$ cat src/rtl/acc_pkg.sv
// Shared constants and types for the accumulator read-modify-write engine.
// Lane vectors pack lane i at [i*W +: W]. RD_LAT is the RAM read latency that
// sets the S0->S2 pipeline depth and the two-entry forwarding window.
package acc_pkg;

  localparam int unsigned LANES  = 6;
  localparam int unsigned IN_W   = 16;
  localparam int unsigned ACC_W  = 22;
  localparam int unsigned AW     = 10;
  localparam int unsigned ODEPTH = 4;
  localparam int unsigned RD_LAT = 2;

  typedef logic [AW-1:0]          addr_t;
  typedef logic [LANES*IN_W-1:0]  in_vec_t;
  typedef logic [LANES*ACC_W-1:0] acc_vec_t;

  // One recently written RAM entry, used to bypass the RAM read.
  typedef struct packed {
    logic     valid;
    addr_t    addr;
    acc_vec_t sum;
  } fwd_t;

  typedef struct packed {
    addr_t    addr;
    acc_vec_t sum;
  } out_entry_t;

endpackage

$ cat src/rtl/acc_update_pipe_if.sv
// Bus bundle for acc_update_pipe: input beat stream, accumulator RAM port and
// final-sum output stream.
//   slave  : engine side (drives in_ready, ram_addr/wdata/wvalid, out_*)
//   master : environment side (drives in_*, ram_rdata, out_ready)
interface acc_update_pipe_if
  import acc_pkg::*;
();
  logic     in_valid;
  logic     in_ready;
  addr_t    in_addr;
  in_vec_t  in_data;
  logic     in_first;
  logic     in_last;
  addr_t    ram_addr;
  acc_vec_t ram_wdata;
  logic     ram_wvalid;
  acc_vec_t ram_rdata;
  logic     out_valid;
  logic     out_ready;
  addr_t    out_addr;
  acc_vec_t out_data;

  modport slave (
    input  in_valid, in_addr, in_data, in_first, in_last, ram_rdata, out_ready,
    output in_ready, ram_addr, ram_wdata, ram_wvalid, out_valid, out_addr, out_data
  );

  modport master (
    output in_valid, in_addr, in_data, in_first, in_last, ram_rdata, out_ready,
    input  in_ready, ram_addr, ram_wdata, ram_wvalid, out_valid, out_addr, out_data
  );
endinterface

$ cat src/rtl/acc_lane_add.sv
// Single accumulator lane: sign-extends the partial sum and adds it to base.
// Configuration macro ACC_SAT_EN: when defined the result is clamped to the
// signed ACC_W range, otherwise it wraps modulo 2^ACC_W.
//   base_i : ACC_W-bit signed base value
//   inc_i  : IN_W-bit signed partial sum
//   sum_o  : ACC_W-bit result
module acc_lane_add
  import acc_pkg::*;
(
  input  logic [ACC_W-1:0] base_i,
  input  logic [IN_W-1:0]  inc_i,
  output logic [ACC_W-1:0] sum_o
);

  logic [ACC_W-1:0] inc_ext;
  assign inc_ext = {{(ACC_W-IN_W){inc_i[IN_W-1]}}, inc_i};

`ifdef ACC_SAT_EN
  logic [ACC_W:0] wide;

  always_comb begin
    wide  = {base_i[ACC_W-1], base_i} + {inc_ext[ACC_W-1], inc_ext};
    sum_o = wide[ACC_W-1:0];
    // Top two bits disagree only on overflow; the extra bit holds the true sign.
    if (wide[ACC_W] != wide[ACC_W-1]) begin
      sum_o = wide[ACC_W] ? {1'b1, {(ACC_W-1){1'b0}}} : {1'b0, {(ACC_W-1){1'b1}}};
    end
  end
`else
  always_comb begin
    sum_o = base_i + inc_ext;
  end
`endif

endmodule

$ cat src/rtl/acc_update_pipe.sv
// Read-modify-write accumulator engine in front of the LANES-wide accumulator
// RAM. S0 accepts a beat and issues the RAM read, S2 adds the partial sums to
// the read data (or a forwarded recent write) and writes back; beats flagged
// last also push {addr,sum} into a small output FIFO.
// Configuration macro ACC_SAT_EN selects saturating lane adds (see acc_lane_add).
//   clk, rst_n : clock, asynchronous active-low reset
//   acc_bus    : acc_update_pipe_if.slave (input beats, RAM port, output stream)
module acc_update_pipe
  import acc_pkg::*;
(
  input logic               clk,
  input logic               rst_n,
  acc_update_pipe_if.slave  acc_bus
);

  localparam int unsigned PtrW = (ODEPTH > 1) ? $clog2(ODEPTH) : 1;
  localparam int unsigned CntW = $clog2(ODEPTH + 1);

  logic       s1_valid_q, s1_first_q, s1_last_q;
  addr_t      s1_addr_q;
  in_vec_t    s1_data_q;
  logic       s2_valid_q, s2_first_q, s2_last_q;
  addr_t      s2_addr_q;
  in_vec_t    s2_data_q;
  fwd_t       fwd0_q, fwd1_q;
  out_entry_t fifo_q [ODEPTH];
  logic [PtrW-1:0] wptr_q, rptr_q;
  logic [CntW-1:0] cnt_q;

  logic          accept, push, push_ok, pop, nonempty;
  logic [CntW:0] occupancy;
  acc_vec_t      base, sum;

  function automatic logic [PtrW-1:0] ptr_inc(input logic [PtrW-1:0] p);
    return (p == PtrW'(ODEPTH - 1)) ? '0 : p + 1'b1;
  endfunction

  // Reserve FIFO space for last beats still in S1/S2 so the pipe never stalls.
  always_comb begin
    occupancy = {1'b0, cnt_q} + (CntW+1)'(s1_valid_q & s1_last_q)
              + (CntW+1)'(s2_valid_q & s2_last_q);
  end

  assign acc_bus.in_ready = rst_n & (occupancy < (CntW+1)'(ODEPTH));
  assign accept           = acc_bus.in_valid & acc_bus.in_ready;
  assign acc_bus.ram_addr = rst_n ? acc_bus.in_addr : '0;

  always_ff @(posedge clk or negedge rst_n) begin
    if (!rst_n) begin
      s1_valid_q <= 1'b0;
      s1_first_q <= 1'b0;
      s1_last_q  <= 1'b0;
      s1_addr_q  <= '0;
      s1_data_q  <= '0;
      s2_valid_q <= 1'b0;
      s2_first_q <= 1'b0;
      s2_last_q  <= 1'b0;
      s2_addr_q  <= '0;
      s2_data_q  <= '0;
    end else begin
      s1_valid_q <= accept;
      if (accept) begin
        s1_first_q <= acc_bus.in_first;
        s1_last_q  <= acc_bus.in_last;
        s1_addr_q  <= acc_bus.in_addr;
        s1_data_q  <= acc_bus.in_data;
      end
      s2_valid_q <= s1_valid_q;
      s2_first_q <= s1_first_q;
      s2_last_q  <= s1_last_q;
      s2_addr_q  <= s1_addr_q;
      s2_data_q  <= s1_data_q;
    end
  end

  // RAM reads do not see a write issued in the same cycle, so the last two
  // writes are bypassed; fwd0 is the newer one and takes priority.
  always_comb begin
    if (s2_first_q) begin
      base = '0;
    end else if (fwd0_q.valid && (fwd0_q.addr == s2_addr_q)) begin
      base = fwd0_q.sum;
    end else if (fwd1_q.valid && (fwd1_q.addr == s2_addr_q)) begin
      base = fwd1_q.sum;
    end else begin
      base = acc_bus.ram_rdata;
    end
  end

  for (genvar i = 0; i < LANES; i++) begin : g_lane
    acc_lane_add u_lane (
      .base_i (base[i*ACC_W +: ACC_W]),
      .inc_i  (s2_data_q[i*IN_W +: IN_W]),
      .sum_o  (sum[i*ACC_W +: ACC_W])
    );
  end

  assign acc_bus.ram_wvalid = s2_valid_q;
  assign acc_bus.ram_wdata  = s2_valid_q ? sum : '0;

  always_ff @(posedge clk or negedge rst_n) begin
    if (!rst_n) begin
      fwd0_q <= '0;
      fwd1_q <= '0;
    end else begin
      fwd0_q <= '{valid: s2_valid_q, addr: s2_addr_q, sum: sum};
      fwd1_q <= fwd0_q;
    end
  end

  // Output FIFO
  assign nonempty = (cnt_q != '0);
  assign push     = s2_valid_q & s2_last_q;
  assign pop      = nonempty & acc_bus.out_ready;
  assign push_ok  = push & ((cnt_q != CntW'(ODEPTH)) | pop);

  always_ff @(posedge clk or negedge rst_n) begin
    if (!rst_n) begin
      wptr_q <= '0;
      rptr_q <= '0;
      cnt_q  <= '0;
    end else begin
      if (push_ok) wptr_q <= ptr_inc(wptr_q);
      if (pop)     rptr_q <= ptr_inc(rptr_q);
      unique case ({push_ok, pop})
        2'b10:   cnt_q <= cnt_q + 1'b1;
        2'b01:   cnt_q <= cnt_q - 1'b1;
        default: cnt_q <= cnt_q;
      endcase
    end
  end

  // Storage needs no reset: outputs are masked while the FIFO is empty.
  always_ff @(posedge clk) begin
    if (push_ok) fifo_q[wptr_q] <= '{addr: s2_addr_q, sum: sum};
  end

  assign acc_bus.out_valid = nonempty;
  assign acc_bus.out_addr  = nonempty ? fifo_q[rptr_q].addr : '0;
  assign acc_bus.out_data  = nonempty ? fifo_q[rptr_q].sum  : '0;

endmodule
$ cat src/flat_wrapper.sv
// flat-port wrapper written by rule: the top's interface ports become plain ports
module acc_update_pipe_flat import acc_pkg::*;
  (clk, rst_n, acc_bus_in_valid, acc_bus_in_addr, acc_bus_in_data, acc_bus_in_first, acc_bus_in_last, acc_bus_ram_rdata, acc_bus_out_ready, acc_bus_in_ready, acc_bus_ram_addr, acc_bus_ram_wdata, acc_bus_ram_wvalid, acc_bus_out_valid, acc_bus_out_addr, acc_bus_out_data);
  acc_update_pipe_if acc_bus_i ();
  input logic clk;
  input logic rst_n;
  input wire logic [$bits(acc_bus_i.in_valid)-1:0] acc_bus_in_valid;
  input wire logic [$bits(acc_bus_i.in_addr)-1:0] acc_bus_in_addr;
  input wire logic [$bits(acc_bus_i.in_data)-1:0] acc_bus_in_data;
  input wire logic [$bits(acc_bus_i.in_first)-1:0] acc_bus_in_first;
  input wire logic [$bits(acc_bus_i.in_last)-1:0] acc_bus_in_last;
  input wire logic [$bits(acc_bus_i.ram_rdata)-1:0] acc_bus_ram_rdata;
  input wire logic [$bits(acc_bus_i.out_ready)-1:0] acc_bus_out_ready;
  output wire logic [$bits(acc_bus_i.in_ready)-1:0] acc_bus_in_ready;
  output wire logic [$bits(acc_bus_i.ram_addr)-1:0] acc_bus_ram_addr;
  output wire logic [$bits(acc_bus_i.ram_wdata)-1:0] acc_bus_ram_wdata;
  output wire logic [$bits(acc_bus_i.ram_wvalid)-1:0] acc_bus_ram_wvalid;
  output wire logic [$bits(acc_bus_i.out_valid)-1:0] acc_bus_out_valid;
  output wire logic [$bits(acc_bus_i.out_addr)-1:0] acc_bus_out_addr;
  output wire logic [$bits(acc_bus_i.out_data)-1:0] acc_bus_out_data;
  assign acc_bus_i.in_valid = acc_bus_in_valid;
  assign acc_bus_i.in_addr = acc_bus_in_addr;
  assign acc_bus_i.in_data = acc_bus_in_data;
  assign acc_bus_i.in_first = acc_bus_in_first;
  assign acc_bus_i.in_last = acc_bus_in_last;
  assign acc_bus_i.ram_rdata = acc_bus_ram_rdata;
  assign acc_bus_i.out_ready = acc_bus_out_ready;
  assign acc_bus_in_ready = acc_bus_i.in_ready;
  assign acc_bus_ram_addr = acc_bus_i.ram_addr;
  assign acc_bus_ram_wdata = acc_bus_i.ram_wdata;
  assign acc_bus_ram_wvalid = acc_bus_i.ram_wvalid;
  assign acc_bus_out_valid = acc_bus_i.out_valid;
  assign acc_bus_out_addr = acc_bus_i.out_addr;
  assign acc_bus_out_data = acc_bus_i.out_data;
  acc_update_pipe u_core (.clk(clk), .rst_n(rst_n), .acc_bus(acc_bus_i));
endmodule
$ cat config.mk
export PLATFORM = sky130hd
export DESIGN_NAME = acc_update_pipe_flat
export DESIGN_NICKNAME = d
export VERILOG_FILES = /design/src/rtl/acc_pkg.sv /design/src/rtl/acc_update_pipe_if.sv /design/src/rtl/acc_lane_add.sv /design/src/rtl/acc_update_pipe.sv /design/src/flat_wrapper.sv
export SDC_FILE = /design/constraint.sdc
export NUM_CORES = 1
export LEC_CHECK = 0
export ABC_AREA = 1
export CAP_MARGIN = 20
export CORE_ASPECT_RATIO = 1.4
export CORE_MARGIN = 3
export CORE_UTILIZATION = 46
export DETAILED_ROUTE_END_ITERATION = 6
export GPL_TIMING_DRIVEN = 1
export PLACE_DENSITY = 0.68
export REMOVE_ABC_BUFFERS = 1
export SYNTH_ARGS = -nofsm -noshare
export SYNTH_HDL_FRONTEND = slang
export SYNTH_SLANG_ARGS = --single-unit
$ cat constraint.sdc
create_clock -name clk -period 7.9 [get_ports clk]
set_input_delay 0.79 -clock clk [delete_from_list [all_inputs] [get_ports clk]]
set_output_delay 0.79 -clock clk [all_outputs]
set_load 0.05 [all_outputs]
# Yosys cells after proc, flatten, opt, wreduce, memory -nomap -nowiden
# Memories as Yosys holds them, arrays and structs flattened.
# Index checks and enable logic that the tools add are counted.
# op_classes
n_addsub,12
multipliers,0
div_mod_pow,0
order_cmp,1
n_eq_ne,7
shift,0
muxes,12
n_bitwise,8
reduce_logical,4
# ops
cell,n
132-bit 2-to-1 mux,5
22-bit adder,6
10-bit == test,2
10-bit 2-to-1 mux,2
1-bit bitwise AND,7
2-bit == test (second input constant),3
3-bit case mux with 2 select lines,1
2-bit by 1-bit adder with 2-bit output (second input constant),2
3-bit by 4-bit adder with 4-bit output,1
4-bit adder,1
4-bit by 3-bit < comparator with 1-bit output (second input constant),1
2-bit 2-to-1 mux,2
3-bit by 1-bit adder with 3-bit output (second input constant),1
3-bit != test (second input constant),1
3-bit nonzero test,1
3-bit by 1-bit subtractor with 3-bit output (second input constant),1
2-bit by 1-bit == test with 1-bit output (second input constant),1
1-bit logical AND,2
1-bit 2-to-1 mux,2
2-bit nonzero test,1
1-bit bitwise OR,1
# word_totals
ff_bits,511
latchBits,0
ramBits,568
mem_bits_ro,0
input_bits,244
output_inout_bits,287
elab_cells,64
n_memories,1
# mem_list
memory,words,word_bits,read_ports,rd_ports_with_merged_regs,write_ports,line,text
u_core.fifo_q,4,142,1,0,1,acc_update_pipe.sv:26,out_entry_t fifo_q [ODEPTH];

# Depth between registers and ports, before layout
# depth
word_depth,7
mapped_depth,23
mapped_depth_nobuf,21

# By module
# From an unflattened synthesis, not the netlist that was laid out.
# unflattened
hier_cells,5807
area_unflattened_um2,51116.5
# by_module_without_submodules
mod,n_inst,cells_each,area_each_um2,seq_area_each_um2
acc_update_pipe,1,4004,42144.2,29843.6
acc_lane_add (u_core.g_lane[0].u_lane ...),3,303,1511.4,0.0
acc_lane_add (u_core.g_lane[4].u_lane ...),2,296,1487.7,0.0
acc_lane_add (u_core.g_lane[3].u_lane),1,302,1462.7,0.0

# Least setup slack after synthesis
# Ideal clock, no wire load.
# synth_timing
path_kind,in2reg
from,input acc_bus_out_ready
to,"memory u_core.fifo_q[0][0] (netlist name), enable pin"
setup_time_ps,646
arrival_time_ps,7177
setup_slack_ps,78
path_stages,4
n_path_buf,0
path_cell_list,inv_1 -> a31oi_1 -> inv_1 -> nor2_1
# synth_via
elab_chain_cells,5
# synth_rtl
element,line,text
"start, declared",flat_wrapper.sv:13,input wire logic [$bits(acc_bus_i.out_ready)-1:0] acc_bus_out_ready;
1-bit bitwise AND,acc_update_pipe.sv:114,assign pop = nonempty & acc_bus.out_ready;
1-bit bitwise OR,acc_update_pipe.sv:115,assign push_ok = push & ((cnt_q != CntW'(ODEPTH)) | pop);
1-bit bitwise AND,acc_update_pipe.sv:115,
1-bit 2-to-1 mux,acc_update_pipe.sv:135,"if (push_ok) fifo_q[wptr_q] <= '{addr: s2_addr_q, sum: sum};"
1-bit 2-to-1 mux (not written as such),acc_update_pipe.sv:135,
"end, declared",acc_update_pipe.sv:26,
# Every way passes these cells.

# Final worst setup path
# layout_timing
from,register u_core.s2_addr_q[2]
to,output acc_bus_ram_wdata[18]
# layout_via
elab_chain_cells,7
elab_cells_between_ends,9
classes_between,1 x add/sub; 2 x eq/ne; 4 x mux; 2 x reduce/logical
# layout_rtl
element,line,text
"start, declared",acc_update_pipe.sv:23,addr_t s2_addr_q;
"start signal, assigned",acc_update_pipe.sv:71,s2_addr_q <= s1_addr_q;
10-bit == test,acc_update_pipe.sv:83,end else if (fwd1_q.valid && (fwd1_q.addr == s2_addr_q)) begin
1-bit logical AND,acc_update_pipe.sv:83,
132-bit 2-to-1 mux,acc_update_pipe.sv:83,
132-bit 2-to-1 mux *,acc_update_pipe.sv:81,end else if (fwd0_q.valid && (fwd0_q.addr == s2_addr_q)) begin
132-bit 2-to-1 mux *,acc_update_pipe.sv:79,if (s2_first_q) begin
22-bit adder *,acc_lane_add.sv:31,sum_o = base_i + inc_ext;
net u_core.g_lane[0].u_lane.sum_o[18],acc_lane_add.sv:12,output logic [ACC_W-1:0] sum_o
132-bit 2-to-1 mux *,acc_update_pipe.sv:99,assign acc_bus.ram_wdata = s2_valid_q ? sum : '0;
"end, declared",flat_wrapper.sv:16,output wire logic [$bits(acc_bus_i.ram_wdata)-1:0] acc_bus_ram_wdata;
# Mark *: on every way through the listed nets, which the timed path passes. The rest lies on a longest branch.

==> results.toml <==
[grt]
grtUsageTotal_pct = 26.69
grt_pass1_vias = 35413
grt_pass1_wl_mm = 217.8
grt_max_degree = 184
grt_overflow = 0
antenna_found_initial = 17

[critical_path]
crit_fanout = 56
startpoint_type = "flop"
worstPathArrival_ps = 6070
required_ps = 7110
r2r_cells = 19
critPathCaptureType = "output port"
crit_type = "reg -> out"

[floorplan]
io_pins = 531
start_util_pct = 46.44
coreArea_sq_mm = 0.1028
dieWidth_um = 278.3
die-area_sq_mm = 0.1077
rows = 139
die_h_um = 387.2

[clocking]
clk_latency_ps = 700
cts_setup_buffers = 0
cts.sinks = 1079
numCtsBuffers = 100
ctsResizeCount = 0
clockRootBuffer = "clkbuf_16"
clkSlewWorstSetupHoldPaths_ps = 60
cts_hold_buf = 0
htreeDepth = 3
clock_path_buffers = 3
cts_tree = "yes"

[timing]
fin_setup_tns_ps = 0
tightest_slew_ps = 1252
slew_headroom_pct = 16.56
fmax_mhz = 145.8
clock_skew_ps = 22.18
hold_viol = 0
finalSetupViolCount = 0
rsz0062_at_grt = "false"
min_period_over_period_pct = 86.82
min_period_ps = 6859
slew_violations = 0

[synth]
netlist.area_leader.share_pct = 35.73
syn-cell-area_sq_mm = 0.04773
ys_seq_area_share_pct = 62.52
synth_edf_count = 568
synth_common_cells = "nor2_1, nand2_1, edfxtp_1"
synth_top_area_cell = "edfxtp_1"
ys_ff_latch = 1079
syn_inst = 4649
synthTopCellsByArea = "edfxtp_1, dfrtp_1, nor2_1"
yosys.cell_count.top_type = "nor2_1"
synthFlopType = "edfxtp_1"
ys_async_sr_fraction_pct = 47.36
yosysUniqueCellTypes = 42
synth.avg_cell_area_sq_um = 10.27
yosys_warnings = 0

[drt]
ant_nets = 0
viasPerCell = 5.394
dr_wl_met3_mm = 8.101
met2WireLength_mm = 73.43
vias = 35381
wl_per_cell_um = 22.23
routed_wl_mm = 145.8
drt-initial-drc-count = 3056
wl_met1_mm = 59.79
drc = 0
first_pass_iters = 5
top_layer = "met5"

[placed_design]
place_inst = 6356
place.detailed.hpwl_mm = 96.86
globalplace.congestion = 0.9116
io_buffers = 530

[final_layout]
instances_no_fill = 6559
drive_gt1_share_pct = 4.669
nNetsFinal = 5502
area_growth_pct = 21.10
fillers = 8801

[worst_hold_path]
hold_path.class = "in -> async"

[job]
max-cap-violations = 0

[run_status]
status = "complete, no violations"

[power]
ir_drop_mv = 0.4624
p_per_area_mw_per_mm2 = 484.1
leakage_nw = 24.85
-- state kept, by name, summed over array words and instances (netlist names), 2 cells and up --
| signal | cells |
|---|---|
| u_core.fwd1_q | 143 |
| u_core.cnt_q | 3 |
| u_core.fwd0_q | 143 |
| u_core.s1_addr_q | 10 |
| u_core.s1_data_q | 96 |
| u_core.s2_addr_q | 10 |
| u_core.fifo_q | 568 |
| u_core.s2_data_q | 96 |
| u_core.rptr_q | 2 |
| u_core.wptr_q | 2 |
-- area by class of cell --
cell class | count | area, sq um | share of cell area (%)
Sequential cell | 1079 | 29850 | 51.64
Multi-Input combinational cell | 3023 | 15750 | 27.24
Timing Repair Buffer | 570 | 5736 | 9.922
Clock buffer | 138 | 2922 | 5.054
Tap cell | 1339 | 1675 | 2.898
Inverter | 345 | 1325 | 2.292
Clock inverter | 50 | 510.5 | 0.8831
Antenna cell | 15 | 37.54 | 0.06494
-- metrics by stage --
| stage | hold slack [ps] | worst slack (ps) | util [%] | power [mW] | instance area [sq um] |
|---|---|---|---|---|---|
| floorplan | 348.8 | -1969 | - | 17.95 | 46830 |
| global placement | 350.4 | 1869 | 52.86 | 22.87 | 54340 |
| detailed placement | 353.0 | 1863 | 52.86 | 23.00 | 54340 |
| CTS | 59.64 | 1109 | 56.20 | 28.09 | 57770 |
| global route | 99.42 | 783.5 | 56.22 | 29.51 | 57780 |
| finish | 63.77 | 1041 | 56.24 | 27.98 | 57810 |
-- critical path, stage by stage, from the launching register on --
cell	delay, ps
dfrtp_1	470
inv_2	60
nand2_1	60
nand3_1	140
nor3_4	410
nand2_8	460
buf_12	410
mux2i_1	180
a21oi_1	100
ha_1	400
nand2_1	150
nor4_1	570
nand3_1	240
nand3_1	160
xor2_1	450
and2_1	210
clkdlybuf4s50_1	810
-- cells in the final DEF, fill, tap and decap left out, types with 10 or more instances in the layout --
cell and count:
diode_2 15, xor2_1 77, nor2_1 784, nor3_1 27, and2_1 21, nor4_1 18, clkbuf_8 19, buf_4 30
o21bai_1 24, buf_12 10, nand2_1 682, clkdlybuf4s50_1 529, clkinv_2 25, nand4_1 22, a21oi_1 378, dfrtp_1 508
clkbuf_1 14, xnor2_1 25, inv_1 335, a31oi_1 19, edfxtp_1 568, nand3_1 116, o21ai_0 511, clkbuf_16 104
mux2i_1 126, ha_1 132
-- report_power, final --
part	switching (mW)	leakage (nW)	total, mW	internal, mW
combinational	9.87	11.8	13.6	3.73
clock	2.15	1.71	5.01	2.86
sequential	0.778	11.3	9.38	8.60
-- metal layers --
layer	GRT usage, %	up-vias
met1	33.78	17412
met2	46.81	1139
li1	-	16628
met5	0	-
met3	3.738	192
met4	9.500	10
-- path summary, 6_finish.rpt --
check                                    start                    end  slack (ps)
max reg2reg                u_core.s2_addr_q[2]   u_core.fifo_q[1][58]        3040
min                                      rst_n        u_core.cnt_q[1]          60
min reg2reg                  u_core.fwd0_q[95]      u_core.fwd1_q[95]         350
max                        u_core.s2_addr_q[2]  acc_bus_ram_wdata[18]        1040
min in group clk             u_core.fwd0_q[95]      u_core.fwd1_q[95]         350
max in group asynchronous                rst_n      u_core.fwd0_q[10]        5770
-- cells by family (layout without fill, tap and decap cells) --
kind of cell / count (synthesis) / count (layout) / synth area share, %
AO/OA/AOI/OAI: 965 / 965 / 10.44
XOR/XNOR: 102 / 102 / 1.872
adder cells (fa/ha/maj): 139 / 139 / 3.753
buffers and inverters: 547 / 1103 / 4.616
flip-flops: 1079 / 1079 / 62.52
multiplexers: 127 / 127 / 2.666
other: 0 / 15 / 0
AND/OR/NAND/NOR: 1690 / 1690 / 14.13
(Power assumes the default switching activity.)
